[src/rtl/bus_timeout_guard_pkg.sv]
// Shared definitions for the CPU bus timeout guard: FSM encoding, MMIO
// register map, the error read value and the core's MMIO address prefix.
// Also provides a saturating 16-bit increment used by the fault counter.
package bus_timeout_guard_pkg;

  typedef enum logic [1:0] {
    ST_IDLE = 2'd0,
    ST_WAIT = 2'd1,
    ST_RESP = 2'd2,
    ST_HOLD = 2'd3
  } guard_state_t;

  localparam logic [7:0] ADDR_STATUS      = 8'h00;
  localparam logic [7:0] ADDR_FAULT_ADDR  = 8'h01;
  localparam logic [7:0] ADDR_FAULT_COUNT = 8'h02;
  localparam logic [7:0] ADDR_TIMEOUT     = 8'h03;

  // Returned on a timed-out access: a fetch decodes as illegal, a load reads 0.
  localparam logic [31:0] ILLEGAL_INSTRUCTION = 32'h0;

  // Upper address bits the decode uses to select this core's MMIO window.
  localparam logic [5:0] BUS_GUARD_PREFIX = 6'h05;

  function automatic logic [15:0] sat_inc16(input logic [15:0] v);
    return (v == 16'hffff) ? v : v + 16'd1;
  endfunction

endpackage

[src/rtl/bus_timeout_counter.sv]
// Pending-cycle counter for the bus timeout guard.
// Ports: load forces the count to 1, inc advances it (saturating at all-ones),
// hit is high while the count equals limit. Synchronous active-low reset.
module bus_timeout_counter #(
  parameter int CNT_WIDTH = 16
) (
  input  logic                 clk,
  input  logic                 reset_n,
  input  logic                 load,
  input  logic                 inc,
  input  logic [CNT_WIDTH-1:0] limit,
  output logic                 hit
);

  logic [CNT_WIDTH-1:0] count;

  always_ff @(posedge clk) begin
    if (!reset_n) begin
      count <= '0;
    end else if (load) begin
      count <= {{(CNT_WIDTH-1){1'b0}}, 1'b1};
    end else if (inc && (count != {CNT_WIDTH{1'b1}})) begin
      count <= count + 1'b1;
    end
  end

  assign hit = (count == limit);

endmodule

[src/rtl/bus_timeout_guard.sv]
// Watchdog on the CPU memory bus: completes any access the addressed target
// leaves pending for TIMEOUT cycles with an error response, records the
// faulting address and counts faults. Also an MMIO core for its own registers.
// Ports: cpu_* / tgt_ready observe the bus; to_ready/to_rdata complete a hung
// access; fault/guard_trap are sticky flags; cs/we/address/write_data/
// read_data/ready form the one-cycle MMIO interface.
// Optional: define BUS_TIMEOUT_TRAP_EN to make guard_trap a sticky trap request
// set on every timeout; otherwise guard_trap is tied low and STATUS bit2 reads 0.
module bus_timeout_guard
  import bus_timeout_guard_pkg::*;
#(
  parameter int TIMEOUT_CYCLES = 255,
  parameter int CNT_WIDTH      = 16
) (
  input  logic        clk,
  input  logic        reset_n,
  input  logic        cpu_valid,
  input  logic        cpu_instr,
  input  logic [31:0] cpu_addr,
  input  logic        tgt_ready,
  output logic        to_ready,
  output logic [31:0] to_rdata,
  output logic        fault,
  output logic        guard_trap,
  input  logic        cs,
  input  logic        we,
  input  logic [7:0]  address,
  input  logic [31:0] write_data,
  output logic [31:0] read_data,
  output logic        ready
);

  localparam logic [CNT_WIDTH-1:0] TIMEOUT_RST = CNT_WIDTH'(TIMEOUT_CYCLES);

  guard_state_t         state, state_next;
  logic                 cnt_load, cnt_inc, cnt_hit;
  logic [CNT_WIDTH-1:0] timeout;
  logic [31:0]          fault_addr;
  logic                 fault_instr;
  logic [15:0]          fault_count;
  logic [15:0]          fcnt_base;
  logic [31:0]          rd_mux;
  logic                 resp;
  logic                 mmio_wr, status_clr, fcnt_clr, timeout_wr;
  logic                 unused_wdata;

  assign resp       = (state == ST_RESP);
  assign mmio_wr    = cs && we;
  assign status_clr = mmio_wr && (address == ADDR_STATUS) && write_data[0];
  assign fcnt_clr   = mmio_wr && (address == ADDR_FAULT_COUNT);
  assign timeout_wr = mmio_wr && (address == ADDR_TIMEOUT);
  assign unused_wdata = ^write_data;

  bus_timeout_counter #(
    .CNT_WIDTH (CNT_WIDTH)
  ) u_counter (
    .clk     (clk),
    .reset_n (reset_n),
    .load    (cnt_load),
    .inc     (cnt_inc),
    .limit   (timeout),
    .hit     (cnt_hit)
  );

  always_ff @(posedge clk) begin
    if (!reset_n) begin
      state <= ST_IDLE;
    end else begin
      state <= state_next;
    end
  end

  always_comb begin
    state_next = state;
    cnt_load   = 1'b0;
    cnt_inc    = 1'b0;
    case (state)
      ST_IDLE: begin
        if (cpu_valid) begin
          if (tgt_ready) begin
            state_next = ST_HOLD;
          end else if (timeout != '0) begin
            // TIMEOUT=0 leaves a hung access unwatched.
            state_next = ST_WAIT;
            cnt_load   = 1'b1;
          end
        end
      end
      ST_WAIT: begin
        if (!cpu_valid) begin
          state_next = ST_IDLE;
        end else if (tgt_ready) begin
          // Target wins even when the compare hits this same cycle.
          state_next = ST_HOLD;
        end else if (cnt_hit) begin
          state_next = ST_RESP;
        end else begin
          cnt_inc = 1'b1;
        end
      end
      ST_RESP: state_next = ST_HOLD;
      // One-cycle gap while the mux ready register presents the completion.
      ST_HOLD: state_next = ST_IDLE;
      default: state_next = ST_IDLE;
    endcase
  end

  assign to_ready = resp;
  assign to_rdata = ILLEGAL_INSTRUCTION;

  // A fault count clear and a timeout in the same cycle leave a count of 1.
  assign fcnt_base = fcnt_clr ? 16'h0 : fault_count;

  always_ff @(posedge clk) begin
    if (!reset_n) begin
      fault       <= 1'b0;
      fault_instr <= 1'b0;
      fault_addr  <= 32'h0;
      fault_count <= 16'h0;
      timeout     <= TIMEOUT_RST;
    end else begin
      // Set has priority over a STATUS clear in the same cycle.
      if (resp) begin
        fault       <= 1'b1;
        fault_instr <= cpu_instr;
        fault_addr  <= cpu_addr;
      end else if (status_clr) begin
        fault       <= 1'b0;
        fault_instr <= 1'b0;
      end
      fault_count <= resp ? sat_inc16(fcnt_base) : fcnt_base;
      if (timeout_wr) begin
        timeout <= write_data[CNT_WIDTH-1:0];
      end
    end
  end

`ifdef BUS_TIMEOUT_TRAP_EN
  always_ff @(posedge clk) begin
    if (!reset_n) begin
      guard_trap <= 1'b0;
    end else if (resp) begin
      guard_trap <= 1'b1;
    end else if (status_clr) begin
      guard_trap <= 1'b0;
    end
  end
`else
  assign guard_trap = 1'b0;
`endif

  always_comb begin
    rd_mux = 32'h0;
    case (address)
      ADDR_STATUS:      rd_mux = {29'h0, guard_trap, fault_instr, fault};
      ADDR_FAULT_ADDR:  rd_mux = fault_addr;
      ADDR_FAULT_COUNT: rd_mux = {16'h0, fault_count};
      ADDR_TIMEOUT:     rd_mux = 32'(timeout);
      default:          rd_mux = 32'h0;
    endcase
  end

  always_ff @(posedge clk) begin
    if (!reset_n) begin
      ready     <= 1'b0;
      read_data <= 32'h0;
    end else begin
      ready     <= cs;
      read_data <= (cs && !we) ? rd_mux : 32'h0;
    end
  end

endmodule

[config.mk]
export PLATFORM = sky130hd
export DESIGN_NAME = bus_timeout_guard
export DESIGN_NICKNAME = d
export VERILOG_FILES = /design/src/rtl/bus_timeout_guard_pkg.sv /design/src/rtl/bus_timeout_counter.sv /design/src/rtl/bus_timeout_guard.sv
export SDC_FILE = /design/constraint.sdc
export NUM_CORES = 1
export LEC_CHECK = 0
export CAP_MARGIN = 40
export CORE_UTILIZATION = 52
export DETAILED_ROUTE_END_ITERATION = 6
export PLACE_DENSITY = 0.81
export SYNTH_ARGS = -nofsm -noshare
export SYNTH_HDL_FRONTEND = slang
export SYNTH_HIERARCHICAL = 1
export SYNTH_SLANG_ARGS = --single-unit
[constraint.sdc]
create_clock -name clk -period 7.85 [get_ports clk]
set_input_delay 1.57 -clock clk [delete_from_list [all_inputs] [get_ports clk]]
set_output_delay 1.57 -clock clk [all_outputs]
set_load 0.05 [all_outputs]
---- Yosys cells after proc, flatten, opt, wreduce, memory -nomap -nowiden ----
Cells that the tools add are included.
operators by class
  reductions and logical operators ........ 16
  bitwise operators ....................... 1
  muxes and demuxes ....................... 24
  eq/ne operators ......................... 12
  add/subtract/negate cells ............... 2
operator list
  operator               number
  $pmux 32 s4            1
  $mux 16                3
  $add 16x1->16 const B  2
  $eq 16x16->1           1
  $eq 16x16->1 const B   1
  $eq 8x2->1 const B     2
  $ne 16x16->1 const B   1
  $reduce_bool 16->1     1
  $mux 1                 13
  $mux 2                 6
  $eq 8x1->1 const B     1
  $logic_not 8->1        1
  $pmux 2 s4             1
  $logic_and 1x1->1      7
  $eq 2x2->1 const B     2
  $ne 4x4->1 const B     1
  $reduce_bool 2->1      2
  $ne 3x3->1 const B     1
  $reduce_and 3->1       1
  $eq 2x1->1 const B     1
  $logic_not 2->1        1
  $ne 2x2->1 const B     1
  $reduce_and 2->1       1
  $reduce_or 2->1        1
  other kinds (2)        2
storage, ports and cells
  input bits .............................. 79
  bits in registers ....................... 117
  logic and storage cells ................. 65

---- Depth between registers and ports, before layout ----
Gate-level depths: netlist of the first run.
  word-level depth ........................ 8
  depth in mapped cells ................... 11
  gate-level depth less buffers ........... 8

---- Modules after synthesis ----
The synthesis of the first run kept the hierarchy.
modules (own cells, without submodules)
  module               cells each  seq. area each (um^2)  times used  area each (um^2)
  bus_timeout_guard    505         2021.9                 1           4390.5
  bus_timeout_counter  123         320.3                  1           1011.0

---- Worst setup path before layout of the first run ----
OpenSTA, ideal clock, no wires.
  path kind ............................... input to register
  start point ............................. input port address[1]
  end point ............................... register fault_count[11]
  setup time .............................. 0.119 ns
  data required time ...................... 7.731 ns
  arrival time ............................ 3.886 ns
  slack ................................... 3.845 ns
  stages .................................. 10
  cell sequence ........................... buf_2 > nor2b_1 > nand3_1 > clkbuf_1 > and2_1 > ha_1 > and4_1 > and4_1 > or4_1 > mux2i_1
between the ends
  cells in the longest elaborated chain, start to end .. 6
  elaborated cells between the ends (all ways) .. 7
RTL lines
  element                                        line                         text
  start: declaration                             bus_timeout_guard.sv:27      input logic [7:0] address,
  $eq 8x2->1 *                                   bus_timeout_guard.sv:50      assign fcnt_clr = mmio_wr && (address == ADDR_FAULT_COUNT);
  $logic_and 1x1->1 *                            bus_timeout_guard.sv:50
  $mux 16 *                                      bus_timeout_guard.sv:112     assign fcnt_base = fcnt_clr ? 16'h0 : fault_count;
  $add 16x1->16 or $eq 16x16->1 (tied branches)  bus_timeout_guard_pkg.sv:25  return (v == 16'hffff) ? v : v + 16'd1;
  $mux 16                                        bus_timeout_guard_pkg.sv:25
  $mux 16 *                                      bus_timeout_guard.sv:131     fault_count <= resp ? sat_inc16(fcnt_base) : fcnt_base;
  end signal: assignment                         bus_timeout_guard.sv:131
  end: declaration                               bus_timeout_guard.sv:40      logic [15:0] fault_count;
Mark *: on every way between the ends. The rest lies on a longest branch, timed or not.
A chain may end at the register's enable or synchronous reset.

---- Final worst setup path of the first run ----
  start point ............................. input port address[0]
  end point ............................... register fault_count[11]
The elaborated chain is that of the path after synthesis.

==> run metrics, run 1 <==
outcome=finished, final reports clean; Synth Warn #=6; endpoint of the worst-slack reg-to-reg timing path=u_counter/count[15]; Overflow after GRT=0; met3 GRT Util=6.14%; Skew-Pair Late Insertion Delay=520 ps; dpl cells=830; num rows=36; drt first pass iters=5; post-layout worst setup margin=3330 ps; Pleak=2.40 nW; Worst EP arrival=4920 ps; Hold Path End=fault_addr[30]; Rel. slew slack=39.0%; DRT antenna net count=0; initial antenna violation count=0; post-CTS setup buffer count=0; crit share post-route=57.5%; routing usage on met1=33.1%; FF+latch count, synth=117; fin cells=862; Hold Crit Start=fault_addr[30]; # Max-Cap Violations=0; WL final=14300 um; VDD IR-drop max=124 uV; Post-synth EDFFs=0; post-synth cell types=58; # IOs=147; Final Setup Violations=0; largest cells by area after synthesis=dfxtp_1, nand2_1, a21oi_1; endpoint class of the critical path=flip-flop; die area=10800 sq um; P per Cell Area=218 nW/um^2; top-area cell type share of the netlist area=43.4%; Crit path required time=8250 ps; sum of negative setup slack=0 ps; Clock transition at path regs=60 ps; via count=4931; min Tclk post-route=4520 ps; Cell Area, Synth=5400 sq um; final hold violations=0; number of H-tree levels=4; CTS Buf Count=17; Die W=104 um; syn avg cell area=8.60 sq um; vias per cell=5.72; CTS tree=done; worst hold path cell count=2; Initial DRC Count=286; Crit Path Max Fanout=21; post_cts resized=0; Die Height=104 um; pin count of the biggest net entering global routing=53; GRT busiest layer=met2; Initial Util=54.5%; nets=797; r2r worst-path depth=9; RSZ-0062 raised after global routing=false; Layout area overhead=27.7%; register area share after synthesis=43.4%; grt met2 use=46.0%; critical path launch point type=input pin; Worst-Margin Slew=913 ps; post-DP HPWL=9550 um; worst r2r src=u_counter/count[5]; Root Driver=clkbuf_8; overall power=0.00150 W; Hold Buf Count CTS=0; fin util=69.6%; worst-case clock buffer depth=2; maximum clock rate=221 MHz; vias in the first global route=4893; core area=9910 sq um; Clock Skew=6.00 ps; Main synth FF type=dfxtp_1; GPL Wtd Cong=0.845; # diodes=0; number of I/O port buffers=97; Max Slew Vio Count=0; post-synthesis async set-or-reset flop share=0%; DR DRC count=0; first-pass GRT wire length=23700 um; Synth top cells by count=dfxtp_1, nand2_1, a21oi_1; Hold Path Class=reg -> reg; kind of critical path=in -> reg; Setup crit start=address[0]; most frequent cell after synthesis=dfxtp_1; Synth area leader=dfxtp_1; pre-CTS WS=2920 ps; Tot GR Track Use=27.5%; CTS Sinks=117; share of layout cells above drive strength 1=9.88%; drt wl/cell=16.6 um; reg-to-reg slack, setup=5030 ps; Cells after Synth=628
==> layout make-up <==
type / count / area (sq um)
Clock buffer: 18 / 428
Clock inverter: 14 / 154
Fill cell: 767 / 3010
Inverter: 9 / 33.8
Multi-Input combinational cell: 465 / 2720
Sequential cell: 117 / 2340
Tap cell: 133 / 166
Timing Repair Buffer: 106 / 1050
==> how the worst max path moves through the flow <==
stage                           end  cells past startpoint  slack, ps
floorplan           fault_count[11]                     10       3850
global placement    fault_count[11]                      9       2770
detailed placement  fault_count[11]                      9       2920
CTS                 fault_count[11]                      9       3390
global route        fault_count[11]                      9       3160
finish              fault_count[11]                      9       3330
==> flip-flops by register name (all words and copies together), names as in the netlist <==
name             cells
fault_addr          32
fault_instr          1
u_counter/count     16
state                2
fault_count         16
fault                1
timeout             16
read_data           32
ready                1
==> power by group <==
part / internal, W / total (W) / switching (W)
Sequential: 0.000604 / 0.000610 / 0.00000665
Combinational: 0.0000493 / 0.000132 / 0.0000825
Clock: 0.000463 / 0.000759 / 0.000296
==> kinds of logic after synthesis <==
logic type | Yosys count | synth area share (%)
other | 1 | 0.0694
AND/OR/NAND/NOR | 273 | 26.6
XOR/XNOR | 16 | 2.59
buffers and inverters | 78 | 8.43
adder cells (fa/ha/maj) | 2 | 0.463
flip-flops | 117 | 43.4
multiplexers | 22 | 4.86
AO/OA/AOI/OAI | 119 | 13.6
==> worst max-delay path: stages <==
cell and delay [ps]:
clkdlybuf4s50_1 880, nor2b_1 340, nand3_1 420, and2_1 350, ha_1 250, and4_1 240, and4_1 210, or4_1 500
mux2i_1 140
==> layer usage <==
metal	share of wire, %	vias to the layer above
li1	-	2342
met1	41	2305
met2	49	250
met3	7.8	34
met4	2.7	0
met5	0	-
==> per-stage QoR <==
stage          instance area [sq um]  hold slack, ps
2_1_floorplan                   5520             430
3_3_place_gp                    6290             434
3_5_place_dp                    6320             438
4_1_cts                         6900             451
5_1_grt                         6900             469
6_report                        6900             451
==> placed cells by master (no fill, tap or decap), drive strengths merged, types with 3 or more instances in the layout <==
cell type and count:
dfxtp 117, nand2 111, clkdlybuf4s50 97, a21oi 65
conb 33, nand3 29, and2 22, nor2 22
clkbuf 18, nand4 17, xnor2 16, or4 15
o31ai 15, mux2 14, a22oi 14, nor4 13
inv 11, or3 9, o21ai 8, buf 8
nor3 8, and4 7, clkinv 7, mux2i 6
nand2b 4, nor2b 4, a21o 3, a211oi 3
clkinvlp 3
(Power assumes the default switching activity.)
==> inputs of run 2 (changes only) <==
CORE_UTILIZATION = 48   (was 52)
PLACE_DENSITY = 0.76   (was 0.81)
clock period = 4.2 ns   (was 7.85 ns; I/O delays follow)
==> run 2 against run 1 <==
  * Sequential cell count unchanged
  * Highest routed layer unchanged
  * Cell area increased by 0.24%
  * Critical path depth unchanged
  * Largest power group unchanged
==> run metrics, run 2 (synthesis results as in run 1) <==
outcome=finished, final reports clean; DR DRC count=0 (unchanged); Tot GR Track Use=24.6% (-2.8 points); drt wl/cell=15.8 um (-4.6%); area of placed instances=6340 sq um (+0.44%); Crit-path slowest cell=nor4_1; Worst-Margin Slew=803 ps (-109 ps); Final Cell Area=6910 sq um (+0.24%); Switching Fraction=24.6% (-1.1 points); fin util=63.5% (-6.1 points); final hold violations=0 (unchanged); num rows=38 (+5.6%); sum of negative setup slack=0 ps (unchanged); drt first pass iters=5 (unchanged); min Tclk post-route=3220 ps; Crit Path Max Fanout=5 (-76%); core area=10900 sq um (+9.9%); Overflow after GRT=0 (unchanged); DRT antenna net count=0 (unchanged); Max Slew Vio Count=0 (unchanged); Pleak=2.41 nW (+0.70%); Layout area overhead=28.0%; critical path launch point type=input pin; die area=11700 sq um (+8.2%); Die W=108 um (+4.0%); Clock Skew=7.96 ps (+1.95 ps); Final Setup Violations=0 (unchanged); sequential power share=41.1% (+0.4 points); worst-case clock buffer depth=2 (unchanged); maximum clock rate=311 MHz; number of H-tree levels=4 (unchanged); Skew-Pair Late Insertion Delay=520 ps (about the same); initial antenna violation count=0 (unchanged); Clock transition at path regs=50 ps (about the same); Crit path required time=4600 ps (-3650 ps); WL final=13800 um (-3.5%); vias in the first global route=4540 (-7.2%); post-DP HPWL=9710 um (+1.7%); Worst EP arrival=3620 ps (-1300 ps); vias per cell=5.60 (-2.1%); endpoint class of the critical path=flip-flop; Clock power frac=50.1% (-0.5 points); P per Cell Area=401 nW/um^2 (+84%); CTS Buf Count=17 (unchanged); Initial DRC Count=290 (+1.4%); leading cell type in the layout, fill and taps excluded=dfxtp_1; # diodes=0 (unchanged); post_cts resized=0 (unchanged); most frequent cells in the layout=dfxtp_1, nand2_1, clkdlybuf4s50_1; share of layout cells above drive strength 1=10.4% (+0.51 points); GPL Wtd Cong=0.881 (+4.3%); # IOs=147 (unchanged); Rel. slew slack=46.4% (+7.4 points); nets=801 (+0.50%); Hold Buf Count CTS=0 (unchanged); crit-path most repeated cell=and4_1; Hold Path Class=reg -> reg; via count=4885 (-0.93%); RSZ-0062 raised after global routing=false; number of I/O port buffers=97 (unchanged); Root Driver=clkbuf_8; kind of critical path=in -> reg; pin count of the biggest net entering global routing=53 (unchanged); CTS tree=done; registers with the most flip-flops=fault_addr: 32 flops, read_data: 32 flops; post-CTS setup buffer count=0 (unchanged); # Max-Cap Violations=0 (unchanged); Internal Power=0.00209 W (+88%); VDD IR-drop max=239 uV (+93%); Initial Util=49.6% (-4.9 points); slowest stage delay, CP=560 ps (-320 ps); Comb pwr share=8.8% (about the same); Die Height=108 um (+4.0%); crit share post-route=76.6%; first-pass GRT wire length=22000 um (-7.1%); CTS Sinks=117 (unchanged); switching power=0.000683 W (+77%); crit-path cells=clkdlybuf4s50_1 -> nor4_1 -> nand3_1 -> and2_1 -> ha_1 -> and4_1 -> and4_1 -> or4_1 -> mux2i_1
-- run 2: worst paths after layout --
kind                          to          startpoint  slack (ps)  depth (start not counted)
max              fault_count[11]          address[5]         980                          9
min               fault_addr[27]      fault_addr[27]         450                          2
max reg2reg  u_counter/count[15]  u_counter/count[5]        1370                          8
min reg2reg       fault_addr[27]      fault_addr[27]         450                          2
-- run 2: per-layer routing --
metal / vias up / track usage (%) / part of all wire, %
met5: - / 0 / 0
met4: 0 / 9.30 / 2.2
li1: 2347 / - / -
met3: 31 / 6.63 / 6.5
met2: 196 / 42.1 / 49
met1: 2311 / 29.4 / 42
-- run 2: final cells by class --
cell class	count	area, sq um
Multi-Input combinational cell	465	2720
Clock inverter	12	129
Sequential cell	117	2340
Inverter	9	33.8
Fill cell	894	3970
Timing Repair Buffer	110	1070
Clock buffer	19	442
Tap cell	140	175
-- run 2: per-stage QoR --
step                hold WS [ps]  total power, W  setup slack (ps)  cells
floorplan                    430         0.00134               925    660
global placement             435         0.00140               467    840
detailed placement           438         0.00141               465    841
CTS                          450         0.00278               998    872
global route                 469         0.00286               756    872
finish                       447         0.00277               983    872
-- run 2: critical path, delay by kind of cell --
family / cells / cell delay, ps
buffers and inverters: 1 / 430
muxes: 1 / 140
adders and majority gates: 1 / 240
and+or+nand+nor: 6 / 1970
-- run 2: power by group through the flow --
stage               sequential, W  clock [W]  combinational [W]
floorplan                 0.00117          0           0.000174
global placement          0.00116          0           0.000238
detailed placement        0.00116          0           0.000243
CTS                       0.00114    0.00140           0.000244
global route              0.00114    0.00146           0.000261
finish                    0.00114    0.00139           0.000245
==> inputs of run 3 (changes only) <==
clock period = 3.4 ns   (was 4.2 ns; I/O delays follow)
==> run 3 against run 2 <==
  * Die area stayed put
  * Non-clock buffer count is 3 higher
  * Combinational power is 24% higher
  * Core utilization stayed put
  * Cell area stayed put
  * Register-to-register slack worse by 770 ps
  * Clock power is 20% higher
  * Global-route usage is 0.70 points higher
  * Final cell count is 0.23% higher
  * First-iteration DRC count is 5.9% lower
  * Critical path type unchanged
==> run metrics, run 3 (synthesis results as in run 1) <==
outcome=finished, final reports clean; Final Setup Violations=0 (unchanged); most frequent cells in the layout=dfxtp_1, nand2_1, clkdlybuf4s50_1; Tot GR Track Use=25.4% (+0.70 points); die area=11700 sq um (unchanged); sum of negative setup slack=0 ps (unchanged); num rows=38 (unchanged); register area=2340 sq um (unchanged); final hold violations=0 (unchanged); endpoint class of the critical path=flip-flop; CTS tree=done; worst-case clock buffer depth=2 (unchanged); Final Cell Area=6910 sq um (unchanged); crit-path cells=clkdlybuf4s50_1 -> nor4bb_1 -> buf_4 -> nand3_1 -> and2_1 -> ha_1 -> and4_1 -> and4_1 -> or4_1 -> mux2i_1; via count=4954 (+1.4%); vias in the first global route=4857 (+7.0%); WL final=14200 um (+3.0%); Root Driver=clkbuf_8; number of I/O port buffers=97 (unchanged); Die Height=108 um (unchanged); vias per cell=5.67 (+1.2%); first-pass GRT wire length=22800 um (+3.8%); min Tclk post-route=2890 ps; Clock Skew=4.98 ps (-2.98 ps); Max Slew Vio Count=0 (unchanged); Worst Path Buf+Inv=2 (+1); fill count=964 (+7.8%); Layout area overhead=28.0% (unchanged); core area=10900 sq um (unchanged); Worst-Margin Slew=707 ps (-95.9 ps); final hold slack=452 ps (+4.60 ps); GPL Wtd Cong=0.858 (-2.7%); pin count of the biggest net entering global routing=53 (unchanged); DR DRC count=0 (unchanged); Initial DRC Count=273 (-5.9%); Crit path required time=3800 ps (-800 ps); crit share post-route=85.0%; Pleak=2.42 nW (about the same); # Max-Cap Violations=0 (unchanged); area of placed instances=6360 sq um (+0.32%); # diodes=0 (unchanged); overall power=0.00338 W (+22%); drt first pass iters=5 (unchanged); drt wl/cell=16.3 um (+2.8%); Clock transition at path regs=60 ps (about the same); Skew-Pair Late Insertion Delay=510 ps (about the same); post-CTS setup buffer count=0 (unchanged); RSZ-0062 raised after global routing=false; Overflow after GRT=0 (unchanged); multi-input combinational cell area=2720 sq um (unchanged); Hold Buf Count CTS=0 (unchanged); critical path launch point type=input pin; worst hold path cell count=1 (-1); Initial Util=49.6% (unchanged); number of H-tree levels=4 (unchanged); r2r worst-path depth=9 (+1); post_cts resized=0 (unchanged); maximum clock rate=346 MHz; Hold Path Class=reg -> reg; nets=804 (+0.37%); crit-path most repeated cell=and4_1; registers with the most flip-flops=fault_addr: 32 flops, read_data: 32 flops; Rel. slew slack=52.7% (+6.3 points); kind of critical path=in -> reg; DRT antenna net count=0 (unchanged); Worst EP arrival=3290 ps (-330 ps); slowest stage delay, CP=500 ps (-60 ps); initial antenna violation count=0 (unchanged); CP top delay family=simple AND/OR/NAND/NOR gates; Crit Path Max Fanout=5 (unchanged); post-DP HPWL=9860 um (+1.5%); CTS Buf Count=17 (unchanged); number of cells on the critical path=10 (+1); Die W=108 um (unchanged); Crit-path slowest cell=or4_1; share of layout cells above drive strength 1=10.6% (+0.24 points); leading cell type in the layout, fill and taps excluded=dfxtp_1; # IOs=147 (unchanged); VDD IR-drop max=295 uV (+24%); P per Cell Area=489 nW/um^2 (+22%); CTS Sinks=117 (unchanged)
## run 3: cell types whose count changed in the layout (fill, tap and decap cells not counted), sizes merged
cell,change
buf,+4
clkbuf,-2
clkdlybuf4s18,-1
clkinv,+1
clkinvlp,+1
inv,-1
## run 3: cell type report
cell class              count  share of cell area (%)
repair buffers            113                    15.7
multi-input cells         465                    39.4
clock buffers              17                    5.99
well taps                 140                    2.53
flip-flops and latches    117                    33.9
clock inverters            13                    1.97
inverters                   9                   0.489
## run 3: metal layers
layer	up-vias	global-route usage (%)	share of wire [%]
li1	2356	-	-
met1	2343	29.2	41
met2	215	43.6	50
met3	40	6.51	6.6
met4	0	12.1	2.7
met5	-	0	0
## run 3: through the flow
| stage | utilization (%) | setup WS [ps] | std cells |
|---|---|---|---|
| after CTS | 63.5 | 525 | 874 |
| after floorplan | - | 285 | 660 |
| after detailed placement | 58.4 | -5.94 | 844 |
| final | 63.5 | 509 | 874 |
| after global placement | 58.4 | 81.7 | 844 |
| after global routing | 63.5 | 335 | 874 |
## run 3: worst paths after layout
path / start / end / slack [ps]
worst max-delay path: cs / fault_count[11] / 510
worst max register to register: u_counter/count[5] / u_counter/count[15] / 600
worst min-delay path: fault_addr[23] / read_data[23] / 450
worst min register to register: fault_addr[23] / read_data[23] / 450
## run 3: where the power goes
part / switching (W) / total, W / internal [W]
clock network: 0.000637 / 0.00167 / 0.00103
logic: 0.000189 / 0.000304 / 0.000115
registers: 0.0000150 / 0.00141 / 0.00139
total: 0.000841 / 0.00338 / 0.00254
